==> src/rtl/mul_feeder_pkg.sv <==
// Shared types and widths for the multiplier operand feeder.
// No logic lives here; it only holds declarations.
// Used by the FIFO, the interface and the top-level FSM.
package mul_feeder_pkg;

  localparam int OPW   = 8;
  localparam int PRODW = 16;

  // Issue-side state machine
  typedef enum logic [2:0] {
    S_IDLE   = 3'd0,
    S_LAUNCH = 3'd1,
    S_ARM    = 3'd2,
    S_WAIT   = 3'd3,
    S_RESULT = 3'd4
  } state_e;

  // One queued operand pair; A sits in the upper byte of a FIFO word
  typedef struct packed {
    logic [OPW-1:0] a;
    logic [OPW-1:0] b;
  } pair_t;

  // Product of one pair; used for readability where a model is handy
  function automatic logic [PRODW-1:0] pair_product(input pair_t p);
    return PRODW'(p.a) * PRODW'(p.b);
  endfunction

endpackage

==> src/rtl/mul_operand_feeder_if.sv <==
// Bundle of producer, multiplier and result signals of the operand feeder.
// master = the feeder itself; slave = the environment around it.
// Pure wiring, no latency and no flow control of its own.
interface mul_operand_feeder_if
  import mul_feeder_pkg::*;
#(
  parameter int DEPTH = 4
) ();

  localparam int LVLW = $clog2(DEPTH) + 1;

  // producer side
  logic             in_valid;
  logic             in_ready;
  logic [OPW-1:0]   in_a;
  logic [OPW-1:0]   in_b;
  // multiplier side
  logic             mul_start;
  logic [OPW-1:0]   mul_a;
  logic [OPW-1:0]   mul_b;
  logic             mul_done;
  logic [PRODW-1:0] mul_product;
  // result side and status
  logic             res_valid;
  logic [OPW-1:0]   res_a;
  logic [OPW-1:0]   res_b;
  logic [PRODW-1:0] res_product;
  logic             busy;
  logic [LVLW-1:0]  level;

  modport master (
    input  in_valid, in_a, in_b, mul_done, mul_product,
    output in_ready, mul_start, mul_a, mul_b,
           res_valid, res_a, res_b, res_product, busy, level
  );

  modport slave (
    output in_valid, in_a, in_b, mul_done, mul_product,
    input  in_ready, mul_start, mul_a, mul_b,
           res_valid, res_a, res_b, res_product, busy, level
  );

endinterface

==> src/rtl/mul_feeder_fifo.sv <==
// Circular-buffer sync FIFO holding packed operand pairs.
// Latency: a push is visible at the head one cycle later; head is read combinationally.
// Backpressure: full_o gates pushes (ignored when full); pops on empty are ignored.
module mul_feeder_fifo
  import mul_feeder_pkg::*;
#(
  parameter int DEPTH = 4,
  parameter int W     = 16
) (
  input  logic                     clk,
  input  logic                     rst,
  input  logic                     push_i,
  input  logic [W-1:0]             din_i,
  input  logic                     pop_i,
  output logic [W-1:0]             dout_o,
  output logic                     full_o,
  output logic                     empty_o,
  output logic [$clog2(DEPTH):0]   level_o
);

  localparam int AW   = $clog2(DEPTH);
  localparam int LVLW = AW + 1;

  logic [W-1:0]    mem_q [DEPTH];
  logic [AW-1:0]   wr_ptr_q, wr_ptr_d;
  logic [AW-1:0]   rd_ptr_q, rd_ptr_d;
  logic [LVLW-1:0] level_q, level_d;
  logic            do_push;
  logic            do_pop;

  assign full_o  = (level_q == LVLW'(DEPTH));
  assign empty_o = (level_q == '0);
  assign level_o = level_q;
  assign dout_o  = mem_q[rd_ptr_q];

  assign do_push = push_i & ~full_o;
  assign do_pop  = pop_i & ~empty_o;

  // Pointer and occupancy next-state; power-of-two depth lets pointers wrap by overflow
  always_comb begin
    wr_ptr_d = wr_ptr_q;
    rd_ptr_d = rd_ptr_q;
    level_d  = level_q;
    if (do_push) wr_ptr_d = wr_ptr_q + AW'(1);
    if (do_pop)  rd_ptr_d = rd_ptr_q + AW'(1);
    case ({do_push, do_pop})
      2'b10:   level_d = level_q + LVLW'(1);
      2'b01:   level_d = level_q - LVLW'(1);
      default: level_d = level_q;
    endcase
  end

  // Pointer and occupancy registers
  always_ff @(posedge clk) begin
    if (rst) begin
      wr_ptr_q <= '0;
      rd_ptr_q <= '0;
      level_q  <= '0;
    end else begin
      wr_ptr_q <= wr_ptr_d;
      rd_ptr_q <= rd_ptr_d;
      level_q  <= level_d;
    end
  end

  // Storage array; contents are don't-care while the entry is not valid
  always_ff @(posedge clk) begin
    if (do_push) mem_q[wr_ptr_q] <= din_i;
  end

endmodule

==> src/rtl/mul_operand_feeder.sv <==
// Issue stage for the 8x8 sequential multiplier: queues pairs, launches one at a time, returns product beats.
// Latency: push into idle/empty block -> mul_start 2 cycles later; result beat 1 cycle after completion capture.
// Backpressure: in_ready = FIFO not full; no backpressure on res_*. Optional FIXED_LATENCY_EN times completion internally.
module mul_operand_feeder
  import mul_feeder_pkg::*;
#(
  parameter int DEPTH       = 4,
  parameter int MUL_LATENCY = 10
) (
  input  logic                  clk,
  input  logic                  rst,
  mul_operand_feeder_if.master  bus
);

  localparam int LVLW = $clog2(DEPTH) + 1;

  if ((DEPTH < 2) || (DEPTH > 16) || ((DEPTH & (DEPTH - 1)) != 0) || (MUL_LATENCY < 1))
  begin : g_bad_params
    $error("mul_operand_feeder: DEPTH must be a power of two in 2..16 and MUL_LATENCY >= 1");
  end

  state_e           state_q, state_d;
  logic [OPW-1:0]   hold_a_q, hold_a_d;
  logic [OPW-1:0]   hold_b_q, hold_b_d;
  logic [OPW-1:0]   res_a_q, res_a_d;
  logic [OPW-1:0]   res_b_q, res_b_d;
  logic [PRODW-1:0] res_prod_q, res_prod_d;

  logic             fifo_pop;
  logic             fifo_full;
  logic             fifo_empty;
  logic [LVLW-1:0]  fifo_level;
  pair_t            fifo_head;
  logic             op_complete;

  mul_feeder_fifo #(
    .DEPTH (DEPTH),
    .W     (2 * OPW)
  ) u_fifo (
    .clk     (clk),
    .rst     (rst),
    .push_i  (bus.in_valid),
    .din_i   ({bus.in_a, bus.in_b}),
    .pop_i   (fifo_pop),
    .dout_o  (fifo_head),
    .full_o  (fifo_full),
    .empty_o (fifo_empty),
    .level_o (fifo_level)
  );

`ifdef FIXED_LATENCY_EN
  localparam int CNTW = $clog2(MUL_LATENCY + 1);

  logic [CNTW-1:0] cnt_q, cnt_d;

  // Completion timer: loaded on entry to ARM, counts down only in WAIT, fires at zero
  always_comb begin
    cnt_d = cnt_q;
    if (state_q == S_LAUNCH) begin
      cnt_d = CNTW'(MUL_LATENCY);
    end else if ((state_q == S_WAIT) && (cnt_q != '0)) begin
      cnt_d = cnt_q - CNTW'(1);
    end
  end

  // Completion timer register
  always_ff @(posedge clk) begin
    if (rst) cnt_q <= '0;
    else     cnt_q <= cnt_d;
  end

  assign op_complete = (cnt_q == '0);
`else
  // Completion is the multiplier's level done flag; the ARM cycle keeps a stale one out
  assign op_complete = bus.mul_done;
`endif

  // FSM next-state, FIFO pop and operand/result capture
  always_comb begin
    state_d    = state_q;
    hold_a_d   = hold_a_q;
    hold_b_d   = hold_b_q;
    res_a_d    = res_a_q;
    res_b_d    = res_b_q;
    res_prod_d = res_prod_q;
    fifo_pop   = 1'b0;
    case (state_q)
      S_IDLE: begin
        if (!fifo_empty) begin
          fifo_pop = 1'b1;
          hold_a_d = fifo_head.a;
          hold_b_d = fifo_head.b;
          state_d  = S_LAUNCH;
        end
      end
      S_LAUNCH: state_d = S_ARM;
      S_ARM:    state_d = S_WAIT;
      S_WAIT: begin
        if (op_complete) begin
          res_a_d    = hold_a_q;
          res_b_d    = hold_b_q;
          res_prod_d = bus.mul_product;
          state_d    = S_RESULT;
        end
      end
      S_RESULT: state_d = S_IDLE;
      default:  state_d = S_IDLE;
    endcase
  end

  // FSM state, held operands and captured result; reset drops anything in flight
  always_ff @(posedge clk) begin
    if (rst) begin
      state_q    <= S_IDLE;
      hold_a_q   <= '0;
      hold_b_q   <= '0;
      res_a_q    <= '0;
      res_b_q    <= '0;
      res_prod_q <= '0;
    end else begin
      state_q    <= state_d;
      hold_a_q   <= hold_a_d;
      hold_b_q   <= hold_b_d;
      res_a_q    <= res_a_d;
      res_b_q    <= res_b_d;
      res_prod_q <= res_prod_d;
    end
  end

  assign bus.in_ready    = ~fifo_full;
  assign bus.level       = fifo_level;
  assign bus.mul_start   = (state_q == S_LAUNCH);
  assign bus.mul_a       = (state_q == S_LAUNCH) ? hold_a_q : '0;
  assign bus.mul_b       = (state_q == S_LAUNCH) ? hold_b_q : '0;
  assign bus.busy        = (state_q == S_LAUNCH) || (state_q == S_ARM) || (state_q == S_WAIT);
  assign bus.res_valid   = (state_q == S_RESULT);
  assign bus.res_a       = res_a_q;
  assign bus.res_b       = res_b_q;
  assign bus.res_product = res_prod_q;

endmodule

==> src/flat_wrapper.sv <==
// flat-port wrapper written by rule: the top's interface ports become plain ports
module mul_operand_feeder_flat import mul_feeder_pkg::*;
#(
  parameter int DEPTH       = 4,
  parameter int MUL_LATENCY = 10
)
  (clk, rst, bus_in_valid, bus_in_a, bus_in_b, bus_mul_done, bus_mul_product, bus_in_ready, bus_mul_start, bus_mul_a, bus_mul_b, bus_res_valid, bus_res_a, bus_res_b, bus_res_product, bus_busy, bus_level);
  mul_operand_feeder_if #(.DEPTH(DEPTH)) bus_i ();
  input  logic clk;
  input  logic rst;
  input wire logic [$bits(bus_i.in_valid)-1:0] bus_in_valid;
  input wire logic [$bits(bus_i.in_a)-1:0] bus_in_a;
  input wire logic [$bits(bus_i.in_b)-1:0] bus_in_b;
  input wire logic [$bits(bus_i.mul_done)-1:0] bus_mul_done;
  input wire logic [$bits(bus_i.mul_product)-1:0] bus_mul_product;
  output wire logic [$bits(bus_i.in_ready)-1:0] bus_in_ready;
  output wire logic [$bits(bus_i.mul_start)-1:0] bus_mul_start;
  output wire logic [$bits(bus_i.mul_a)-1:0] bus_mul_a;
  output wire logic [$bits(bus_i.mul_b)-1:0] bus_mul_b;
  output wire logic [$bits(bus_i.res_valid)-1:0] bus_res_valid;
  output wire logic [$bits(bus_i.res_a)-1:0] bus_res_a;
  output wire logic [$bits(bus_i.res_b)-1:0] bus_res_b;
  output wire logic [$bits(bus_i.res_product)-1:0] bus_res_product;
  output wire logic [$bits(bus_i.busy)-1:0] bus_busy;
  output wire logic [$bits(bus_i.level)-1:0] bus_level;
  assign bus_i.in_valid = bus_in_valid;
  assign bus_i.in_a = bus_in_a;
  assign bus_i.in_b = bus_in_b;
  assign bus_i.mul_done = bus_mul_done;
  assign bus_i.mul_product = bus_mul_product;
  assign bus_in_ready = bus_i.in_ready;
  assign bus_mul_start = bus_i.mul_start;
  assign bus_mul_a = bus_i.mul_a;
  assign bus_mul_b = bus_i.mul_b;
  assign bus_res_valid = bus_i.res_valid;
  assign bus_res_a = bus_i.res_a;
  assign bus_res_b = bus_i.res_b;
  assign bus_res_product = bus_i.res_product;
  assign bus_busy = bus_i.busy;
  assign bus_level = bus_i.level;
  mul_operand_feeder #(.DEPTH(DEPTH), .MUL_LATENCY(MUL_LATENCY)) u_core (.clk(clk), .rst(rst), .bus(bus_i));
endmodule
==> config.mk <==
export PLATFORM = sky130hd
export DESIGN_NAME = mul_operand_feeder_flat
export DESIGN_NICKNAME = d
export VERILOG_FILES = /design/src/rtl/mul_feeder_pkg.sv /design/src/rtl/mul_operand_feeder_if.sv /design/src/rtl/mul_feeder_fifo.sv /design/src/rtl/mul_operand_feeder.sv /design/src/flat_wrapper.sv
export SDC_FILE = /design/constraint.sdc
export NUM_CORES = 1
export LEC_CHECK = 0
export CAP_MARGIN = 0
export CORE_UTILIZATION = 46
export DETAILED_ROUTE_END_ITERATION = 7
export HOLD_SLACK_MARGIN = 0.08
export PLACE_DENSITY = 0.82
export SLEW_MARGIN = 20
export SYNTH_ARGS = -nofsm -noshare
export SYNTH_HDL_FRONTEND = slang
export SYNTH_SLANG_ARGS = --single-unit
==> constraint.sdc <==
create_clock -name clk -period 2.55 [get_ports clk]
set_clock_uncertainty 0.15 [all_clocks]
set_input_delay 0.51 -clock clk [delete_from_list [all_inputs] [get_ports clk]]
set_output_delay 0.51 -clock clk [all_outputs]
set_load 0.05 [all_outputs]
==> reports/qor.txt, run 1 <==
status: complete, no violations
Worst setup SP type: register
CP endpoint kind: primary output
initial antenna violation count: 0
async set or reset register ratio after synthesis: 0%
cell row count: 36
Sink Count: 122
Yosys top cell by area: edfxtp_1
die width: 103.2 um
CTS buffer count: 17
top post-synthesis cells by area: edfxtp_1, dfxtp_1, mux4_2
TritonCTS clock tree: yes
Yosys cell types: 32
H-tree levels: 4
most frequent cells in the layout: clkdlybuf4s50_1, nand2_1, edfxtp_1
Reg clk slew, reported paths: 0.06 ns
hold buffer count at CTS: 0
area grow syn2layout: 37.75%
setup TNS: 0 ns
period utilization: 95.84%
worst-skew pair later-pin latency: 0.51 ns
Flop pwr share: 38.4%
Final Hold Vio Count: 0
die area: 0.01064 sq mm
largest net degree at the start of global routing: 36
hold depth: 2
syn avg cell area: 12.29 sq um
Cells after Synth: 383
grt ovf: 0
Setup Fix Bufs, Post-CTS: 0
# IOs: 91
Net Sw Power: 2.024 mW
die height: 103.2 um
flop2flop setup slack: 0.12 ns
final-stage net count: 522
total wire length: 9732 um
Core Area: 0.009864 sq mm
Post-Syn Area: 0.004707 sq mm
Sw Ratio: 31.26%
vias: 3152
vias in the first global route: 3098
Main synth FF type: edfxtp_1
worst hold path type: register to register
gp weighted congestion: 0.7378
Reg2Reg Launch Point: u_core.state_q[1]$_SDFFE_PP0P_
post-route DRC violation count: 0
critical path arrival: 1.78 ns
unrepaired setup endpoints after global routing: no
worst setup margin: 0.1061 ns
Tmin final: 2.444 ns
cell area power density: 998.4 mW/mm^2
placed cell areas: 0.005947 sq mm
CTS root buf: clkbuf_8
Power Internal: 4.450 mW
share of layout cells above drive strength 1: 18.46%
end of the critical path: bus_mul_b[5]
Finished Core Util: 65.73%
I/O Buffers: 90
DR pass1 iterations: 4
commonest non-fill, non-tap cell in the layout: clkdlybuf4s50_1
Slew HR: 60.14%
count of flip-flops with a built-in enable after synthesis: 64
Setup WS pre-CTS: 0.06016 ns
first-pass GRT wire length: 14970 um
syn_nets: 425
Leak: 2.242 nW
Max Slew Vio Count: 0
fmax: 0.4092 GHz
Vias/cell: 5.035
WL/cell: 15.55 um
Slew @ Worst Pin: 0.5980 ns
Detail Route Antenna Nets: 0
n_diodes: 0
cell area after layout: 0.006484 sq mm
CP Max Fanout: 14
clock power share: 33.6%
worst reg2reg path depth: 8
clock buffer depth: 2
final setup vio count: 0
Crit. Startpoint: u_core.state_q[2]$_SDFFE_PP0P_
post-detail-place hpwl: 6398 um
Initial Utilization: 47.72%
Ys Warns: 0
r2r endpoint: u_core.u_fifo.level_o[2]$_SDFFE_PP0P_
max-capacitance violation count: 0
Crit Path Category: register to primary output
sequential element share of the synthesized area: 65.50%
Max IR drop VDD: 0.0005708 V
Yosys reg bits: 122
initial drt markers: 129
top cell type's share of synthesized area: 40.83%
Comb power frac: 28.0%
Global Route Usage Sum: 19.51%
Req. time, crit path: 1.89 ns
[Yosys cell counts (all sizes together), types with 2 or more instances]
cell type / instances
ha: 5
mux4: 16
clkbuf: 14
nor3: 2
nand2: 65
a21o: 2
and2: 17
dfxtp: 58
buf: 15
xor2: 2
a21oi: 53
o21ai: 18
nor2: 8
nand3: 18
edfxtp: 64
and3: 5
inv: 6
or3: 4
[how the worst min path moves through the flow]
stage	startpoint	end	slack [ns]
after CTS	rst	u_core.state_q[2]$_SDFFE_PP0P_	0.28
after global routing	rst	u_core.state_q[2]$_SDFFE_PP0P_	0.31
after floorplan	u_core.hold_a_q[0]$_SDFFE_PP0P_	u_core.bus.res_a[0]$_SDFFE_PP0P_	0.29
final	u_core.bus.res_product[3]$_SDFFE_PP0P_	u_core.bus.res_product[3]$_SDFFE_PP0P_	0.30
after detailed placement	u_core.bus.res_product[3]$_SDFFE_PP0P_	u_core.bus.res_product[3]$_SDFFE_PP0P_	0.30
after global placement	u_core.bus.res_product[3]$_SDFFE_PP0P_	u_core.bus.res_product[3]$_SDFFE_PP0P_	0.29
[layer usage]
layer	share of wire (%)	global-route usage [%]	wire length [um]	up-vias
li1	-	-	-	1569
met1	42	22.51	4111	1478
met2	51	33.13	4967	97
met3	5.8	7.119	568	8
met4	0.86	7.692	84	0
met5	0	0	0	-
[repair_timing]
item                                    4_1_cts  5_1_grt
gates resized for setup                       4        5
endpoints found under the setup margin       17       16
gates cloned                                  0        0
[power by group through the flow]
stage | logic, mW | clock network, mW | registers, mW
after detailed placement | 1.83 | 0 | 2.51
after floorplan | 1.17 | 0 | 2.54
after CTS | 1.83 | 2.22 | 2.48
after global routing | 1.97 | 2.31 | 2.51
after global placement | 1.78 | 0 | 2.49
final | 1.81 | 2.18 | 2.48
[worst max-delay path, cell delays in order (launching register included)]
cell,delay (ns)
dfxtp_1,0.31
buf_4,0.16
nor3b_2,0.22
buf_4,0.22
and2_1,0.22
buf_12,0.15
[cells by family (layout without fill, tap and decap cells)]
logic type,after synthesis,count (layout),synth area share (%)
and+or+nand+nor,125,125,12.73
DFF,122,122,65.50
AOI/OAI and AO/OA,77,77,8.559
buffers and inverters,35,145,3.429
muxes,16,16,7.656
adders and majority gates,6,6,1.754
xor gates and xnor gates,2,2,0.3722
[final cells by class]
class                      instances  area [sq um]
inverter                           6         22.52
clock inverter                     9         73.82
sequential                       122          3090
tap                              133         166.4
clock buffer                      23         467.9
timing repair buffer             107          1195
multi-input combinational        226          1468
fill                             690          3381
[metrics by stage]
| step | total power [mW] | std cells | hold WS (ns) |
|---|---|---|---|
| floorplan | 3.716 | 383 | 0.2869 |
| global placement | 4.267 | 594 | 0.2912 |
| detailed placement | 4.340 | 594 | 0.2976 |
| CTS | 6.519 | 626 | 0.2816 |
| global route | 6.789 | 626 | 0.3087 |
| finish | 6.473 | 626 | 0.3036 |
[registers in the layout, indices dropped and copies added, names as in the netlist]
| name | count |
|---|---|
| u_core.u_fifo.wr_ptr_q | 2 |
| u_core.u_fifo.mem_q | 64 |
| u_core.state_q | 3 |
| u_core.hold_a_q | 8 |
| u_core.hold_b_q | 8 |
| u_core.bus.res_b | 8 |
| u_core.u_fifo.level_o | 3 |
| u_core.bus.res_a | 8 |
| u_core.u_fifo.rd_ptr_q | 2 |
| u_core.bus.res_product | 16 |
Note: power is estimated with default switching activity, not from simulation.
==> run 2, diff against run 1 <==
CORE_MARGIN = 2   (was unset)
HOLD_SLACK_MARGIN = 0.1   (was 0.08)
RECOVER_POWER = 50   (was unset)
==> run 2 against run 1 <==
  * Worst setup slack worse by 0.038 ns
  * Worst hold slack worse by 0.0038 ns
  * Sequential power about the same
  * Critical endpoint is now bus_in_ready
  * Largest cell class unchanged
  * Highest routed layer unchanged
  * Non-clock buffer count is 2 lower
  * First-iteration DRC count up 45%
  * Global-route usage is 0.25 points lower
  * Final area up 0.35%
  * Via count is 3.6% higher
==> reports/qor.txt, run 2 (same netlist as run 1, synthesis figures left out) <==
fmax: 0.4029 GHz (-1.5%)
Most flops, register: u_core.u_fifo.mem_q
post-route DRC violation count: 0 (unchanged)
post-detail-place hpwl: 6616 um (+3.4%)
DR pass1 iterations: 5 (+1)
Layout fillers: 697 (+1.0%)
CTS buffer count: 17 (unchanged)
Global Route Usage Sum: 19.25% (-0.25 points)
Setup WS pre-CTS: 0.03702 ns (-0.02314 ns)
cell row count: 36 (unchanged)
worst reg2reg path depth: 8 (unchanged)
Crit Path Category: register to primary output
area grow syn2layout: 38.22%
r2r endpoint: u_core.u_fifo.level_o[2]$_SDFFE_PP0P_
CP endpoint kind: primary output
Detail Route Antenna Nets: 0 (unchanged)
first-pass GRT wire length: 16530 um (+10%)
die width: 105.2 um (+1.9%)
Initial Utilization: 47.72% (unchanged)
Reg2Reg Launch Point: u_core.state_q[2]$_SDFFE_PP0P_
max-capacitance violation count: 0 (unchanged)
hold depth: 2 (unchanged)
Max Slew Vio Count: 0 (unchanged)
gp weighted congestion: 0.7649 (+3.7%)
Reg area: 0.003093 sq mm (about the same)
Reg clk slew, reported paths: 0.06 ns (about the same)
initial antenna violation count: 0 (unchanged)
Tmin final: 2.482 ns (+0.03825 ns)
area of the multi-input gates: 0.001468 sq mm (unchanged)
flop2flop setup slack: 0.07 ns (-0.05 ns)
CTS root buf: clkbuf_8
Final Hold Vio Count: 0 (unchanged)
Sink Count: 122 (unchanged)
# IOs: 91 (unchanged)
most frequent cells in the layout: nand2_1, edfxtp_1, a21oi_1
vias: 3266 (+3.6%)
status: complete, no violations
clock buffer depth: 2 (unchanged)
initial drt markers: 187 (+45%)
period utilization: 97.34% (+1.5 points)
Max IR drop VDD: 0.0004328 V (-24%)
Vias/cell: 5.234 (+3.9%)
Slew @ Worst Pin: 0.6288 ns (+0.03081 ns)
worst setup margin: 0.06782 ns (-0.03825 ns)
vias in the first global route: 3287 (+6.1%)
final setup vio count: 0 (unchanged)
final-stage net count: 520 (-0.38%)
total wire length: 10250 um (+5.3%)
Req. time, crit path: 1.89 ns (about the same)
Crit. Startpoint: u_core.u_fifo.level_o[2]$_SDFFE_PP0P_
worst-skew pair later-pin latency: 0.51 ns (about the same)
cell area power density: 1014 mW/mm^2 (+1.5%)
die height: 105.2 um (+1.9%)
n_diodes: 0 (unchanged)
H-tree levels: 4 (unchanged)
critical path arrival: 1.82 ns (+0.04 ns)
hold buffer count at CTS: 0 (unchanged)
WL/cell: 16.42 um (+5.6%)
CP Max Fanout: 9 (-5)
TritonCTS clock tree: yes
Slew HR: 58.08% (-2.1 points)
I/O Buffers: 90 (unchanged)
Core Area: 0.009864 sq mm (unchanged)
unrepaired setup endpoints after global routing: yes
placed cells: 592 (-0.34%)
end of the critical path: bus_in_ready
fin cells: 624 (-0.32%)
grt ovf: 0 (unchanged)
hold slack: 0.2998 ns (-0.003805 ns)
worst hold path type: input pin to register
Worst setup SP type: register
share of layout cells above drive strength 1: 18.53% (+0.075 points)
max reg flops: 64 (unchanged)
largest net degree at the start of global routing: 38 (+5.6%)
die area: 0.01106 sq mm (+3.9%)
commonest non-fill, non-tap cell in the layout: nand2_1
Leak: 2.249 nW (+0.29%)
-- run 2: report_power, final --
group	total (mW)	internal (mW)	switching [mW]	leakage [nW]
Clock	2.29	1.47	0.824	0.282
Combinational	1.81	0.744	1.07	0.906
Sequential	2.49	2.32	0.169	1.06
-- run 2: per-layer routing --
metal | GRT usage [%] | routed length, um | vias up
met1 | 23.10 | 4349 | 1597
li1 | - | - | 1564
met5 | 0 | 0 | -
met4 | 6.952 | 91 | 0
met3 | 4.928 | 449 | 9
met2 | 33.44 | 5357 | 96
-- run 2: repair_timing --
item                       CTS  global route
setup endpoints to repair   17             3
pin swaps                    0             0
setup buffers                0             0
gates resized for setup      5             5
-- run 2: worst min-delay path by stage --
stage | startpoint | to | slack, ns
2_1_floorplan | u_core.hold_a_q[0]$_SDFFE_PP0P_ | u_core.bus.res_a[0]$_SDFFE_PP0P_ | 0.29
3_3_place_gp | u_core.bus.res_product[5]$_SDFFE_PP0P_ | u_core.bus.res_product[5]$_SDFFE_PP0P_ | 0.29
4_1_cts | rst | u_core.u_fifo.level_o[0]$_SDFFE_PP0P_ | 0.28
6_report | rst | u_core.u_fifo.level_o[0]$_SDFFE_PP0P_ | 0.30
5_1_grt | rst | u_core.u_fifo.level_o[0]$_SDFFE_PP0P_ | 0.31
3_5_place_dp | u_core.bus.res_b[4]$_SDFFE_PP0P_ | u_core.bus.res_b[4]$_SDFFE_PP0P_ | 0.30
-- run 2: worst max-delay path, cell delays in order (launching register included) --
cell and delay, ns:
dfxtp_4 0.37, or3b_2 0.47, clkbuf_1 0.20, clkbuf_2 0.27
-- run 2: final cells by class --
class | count | share of cell area, %
clock inverters | 10 | 1.788
clock buffers | 22 | 7.096
multi-input cells | 226 | 22.56
inverters | 6 | 0.3462
repair buffers | 105 | 18.12
well taps | 133 | 2.558
flip-flops and latches | 122 | 47.54
-- run 2: per-stage QoR --
stage                     power [mW]  setup TNS, ns  area, sq um  utilization (%)
after floorplan                3.716       -0.06811         4715                -
after global placement         4.262              0         5932            60.13
after detailed placement       4.331              0         5932            60.13
after CTS                      6.648       -0.06960         6513            66.02
after global routing           6.891       -0.06180         6506            65.96
final                          6.596              0         6506            65.96
==> run 3, diff against run 2 <==
CORE_UTILIZATION = 50   (was 46)
GPL_ROUTABILITY_DRIVEN = 0   (was unset)
PLACE_DENSITY = 0.84   (was 0.82)
clock period = 2.9 ns   (was 2.55 ns; I/O delays follow)
==> run 3 against run 2 <==
  * Sequential cell count did not move
  * Count of clock-buffer cells in the layout fell by 5
  * Final cell count fell by 4.2%
  * Worst hold slack improved by 0.00079 ns
  * Utilization rose by 3.8 points
  * Final area fell by 1.4%
  * Non-clock buffer count fell by 4
  * Critical path depth did not move
  * Power fell by 13%
  * Global-route usage rose by 1.4 points
  * Sequential power fell by 12%
  * Die area fell by 7.7%
  * Critical path type unchanged
==> reports/qor.txt, run 3 (same netlist as run 1, synthesis figures left out) <==
status: complete, no violations
post-route DRC violation count: 0 (unchanged)
CP endpoint kind: primary output
share of layout cells above drive strength 1: 16.02% (-2.5 points)
most frequent cells in the layout: nand2_1, edfxtp_1, dfxtp_1
Crit Path Category: register to primary output
commonest non-fill, non-tap cell in the layout: nand2_1
Req. time, crit path: 2.17 ns (+0.28 ns)
Worst setup SP type: register
vias in the first global route: 3287 (unchanged)
Net Sw Power: 1.833 mW (-11%)
# IOs: 91 (unchanged)
n_diodes: 0 (unchanged)
Comb power frac: 27.2% (-0.2 points)
Setup WS pre-CTS: 0.1963 ns (+0.1593 ns)
DR pass1 iterations: 5 (unchanged)
final setup vio count: 0 (unchanged)
hold slack: 0.3006 ns (+0.0007910 ns)
final-stage net count: 516 (-0.77%)
post-detail-place hpwl: 6518 um (-1.5%)
die area: 0.01021 sq mm (-7.7%)
max reg flops: 64 (unchanged)
slowest library cell on the worst path: clkdlybuf4s50_1
area grow syn2layout: 36.26%
vias: 3303 (+1.1%)
Sink Count: 122 (unchanged)
WL/cell: 16.96 um (+3.3%)
critical path arrival: 2.05 ns (+0.23 ns)
I/O Buffers: 90 (unchanged)
CTS root buf: clkbuf_8
H-tree levels: 4 (unchanged)
worst setup margin: 0.1238 ns (+0.05602 ns)
TritonCTS clock tree: yes
setup TNS: 0 ns (unchanged)
CP Max Fanout: 9 (unchanged)
Final Total Pwr: 5.726 mW (-13%)
grt ovf: 0 (unchanged)
die height: 101.0 um (-3.9%)
Global Route Usage Sum: 20.67% (+1.4 points)
Initial Utilization: 51.18% (+3.5 points)
Leak: 2.190 nW (-2.6%)
clock buffer depth: 2 (unchanged)
Final Hold Vio Count: 0 (unchanged)
Slew HR: 15.53% (-43 points)
delay-heaviest family, CP: buffers and inverters
worst-skew pair later-pin latency: 0.51 ns (about the same)
Sw Ratio: 32.00% (+0.80 points)
unrepaired setup endpoints after global routing: no
max-capacitance violation count: 0 (unchanged)
initial antenna violation count: 0 (unchanged)
worst stage delay on the critical path: 0.80 ns (+0.33 ns)
Power Internal: 3.894 mW (-14%)
Core Area: 0.009196 sq mm (-6.8%)
first-pass GRT wire length: 15990 um (-3.3%)
cell area power density: 892.8 mW/mm^2 (-12%)
die width: 101.0 um (-3.9%)
largest net degree at the start of global routing: 36 (-5.3%)
total wire length: 10140 um (-1.0%)
Layout fillers: 626 (-10%)
clock power share: 34.4% (-0.4 points)
period utilization: 95.73%
Reg clk slew, reported paths: 0.06 ns (about the same)
cell row count: 35 (-2.8%)
Most flops, register: u_core.u_fifo.mem_q
initial drt markers: 153 (-18%)
CP bufs+invs: 1 (-1)
Detail Route Antenna Nets: 0 (unchanged)
Slew @ Worst Pin: 1.267 ns (+0.6383 ns)
CTS buffer count: 17 (unchanged)
fmax: 0.3602 GHz
Flop pwr share: 38.3% (+0.5 points)
Vias/cell: 5.523 (+5.5%)
worst hold path type: register to register
CP Cell Sequence: nor2_1 > and2_1 > clkdlybuf4s50_1
Max Slew Vio Count: 0 (unchanged)
Max IR drop VDD: 0.0004608 V (+6.5%)
Tmin final: 2.776 ns
[run 3: cell types whose count changed in the layout (fill, tap and decap cells not counted), moves of 2 or more]
cell             previous run  this run
buf_4                      12         8
clkbuf_2                    2         0
clkbuf_4                    2         0
clkdlybuf4s50_1            52        54
clkinv_1                    0         2
clkinvlp_4                  2         4
dfxtp_1                    52        58
dfxtp_2                     5         0
inv_4                       3         0
inv_6                       0         2
[run 3: power groups by stage]
stage,Combinational (mW),Clock (mW),Sequential (mW)
floorplan,1.03,0,2.23
global placement,1.51,0,2.20
detailed placement,1.56,0,2.22
CTS,1.58,2.00,2.19
global route,1.69,2.08,2.22
finish,1.56,1.97,2.19
[run 3: area by class of cell]
type	instances	area, sq um	share of cell area (%)
inverter	6	22.52	0.3512
timing repair buffer	101	1136	17.71
tap	111	138.9	2.165
sequential	122	3083	48.07
clock buffer	17	414.1	6.457
clock inverter	15	151.4	2.361
multi-input combinational	226	1468	22.88
[run 3: worst paths after layout]
check                           depth (start not counted)  slack [ns]                                   start                                endpoint
worst min register to register                          2        0.30  u_core.bus.res_product[2]$_SDFFE_PP0P_  u_core.bus.res_product[2]$_SDFFE_PP0P_
worst max-delay path                                    3        0.12          u_core.state_q[1]$_SDFFE_PP0P_                           bus_res_valid
worst max register to register                          8        0.30          u_core.state_q[2]$_SDFFE_PP0P_   u_core.u_fifo.level_o[2]$_SDFFE_PP0P_
worst min-delay path                                    2        0.30  u_core.bus.res_product[2]$_SDFFE_PP0P_  u_core.bus.res_product[2]$_SDFFE_PP0P_
[run 3: repair_timing]
action / CTS / global route
hold buffers: 0 / 0
setup buffers: 0 / 0
resized for setup: 1 / 1
endpoints found under the setup margin: 1 / 3
[run 3: tightest hold or removal path, cell delays in order, from the launching register on]
cell and delay, ns:
dfxtp_1 0.30, nand2_1 0.05, a21oi_1 0.05
[run 3: stage by stage]
| stage | instances | utilization, % | instance area [sq um] |
|---|---|---|---|
| finish | 598 | 69.74 | 6414 |
| global route | 598 | 69.74 | 6414 |
| CTS | 598 | 69.81 | 6420 |
| detailed placement | 566 | 63.67 | 5856 |
| global placement | 566 | 63.67 | 5856 |
| floorplan | 383 | - | 4707 |
[run 3: metal layers]
metal	GRT usage, %	up-vias	part of all wire, %	wire length (um)
li1	-	1552	-	-
met1	24.36	1606	41	4126
met2	35.18	123	51	5139
met3	6.588	22	6.8	687
met4	8.316	0	1.9	188
met5	0	-	0	0
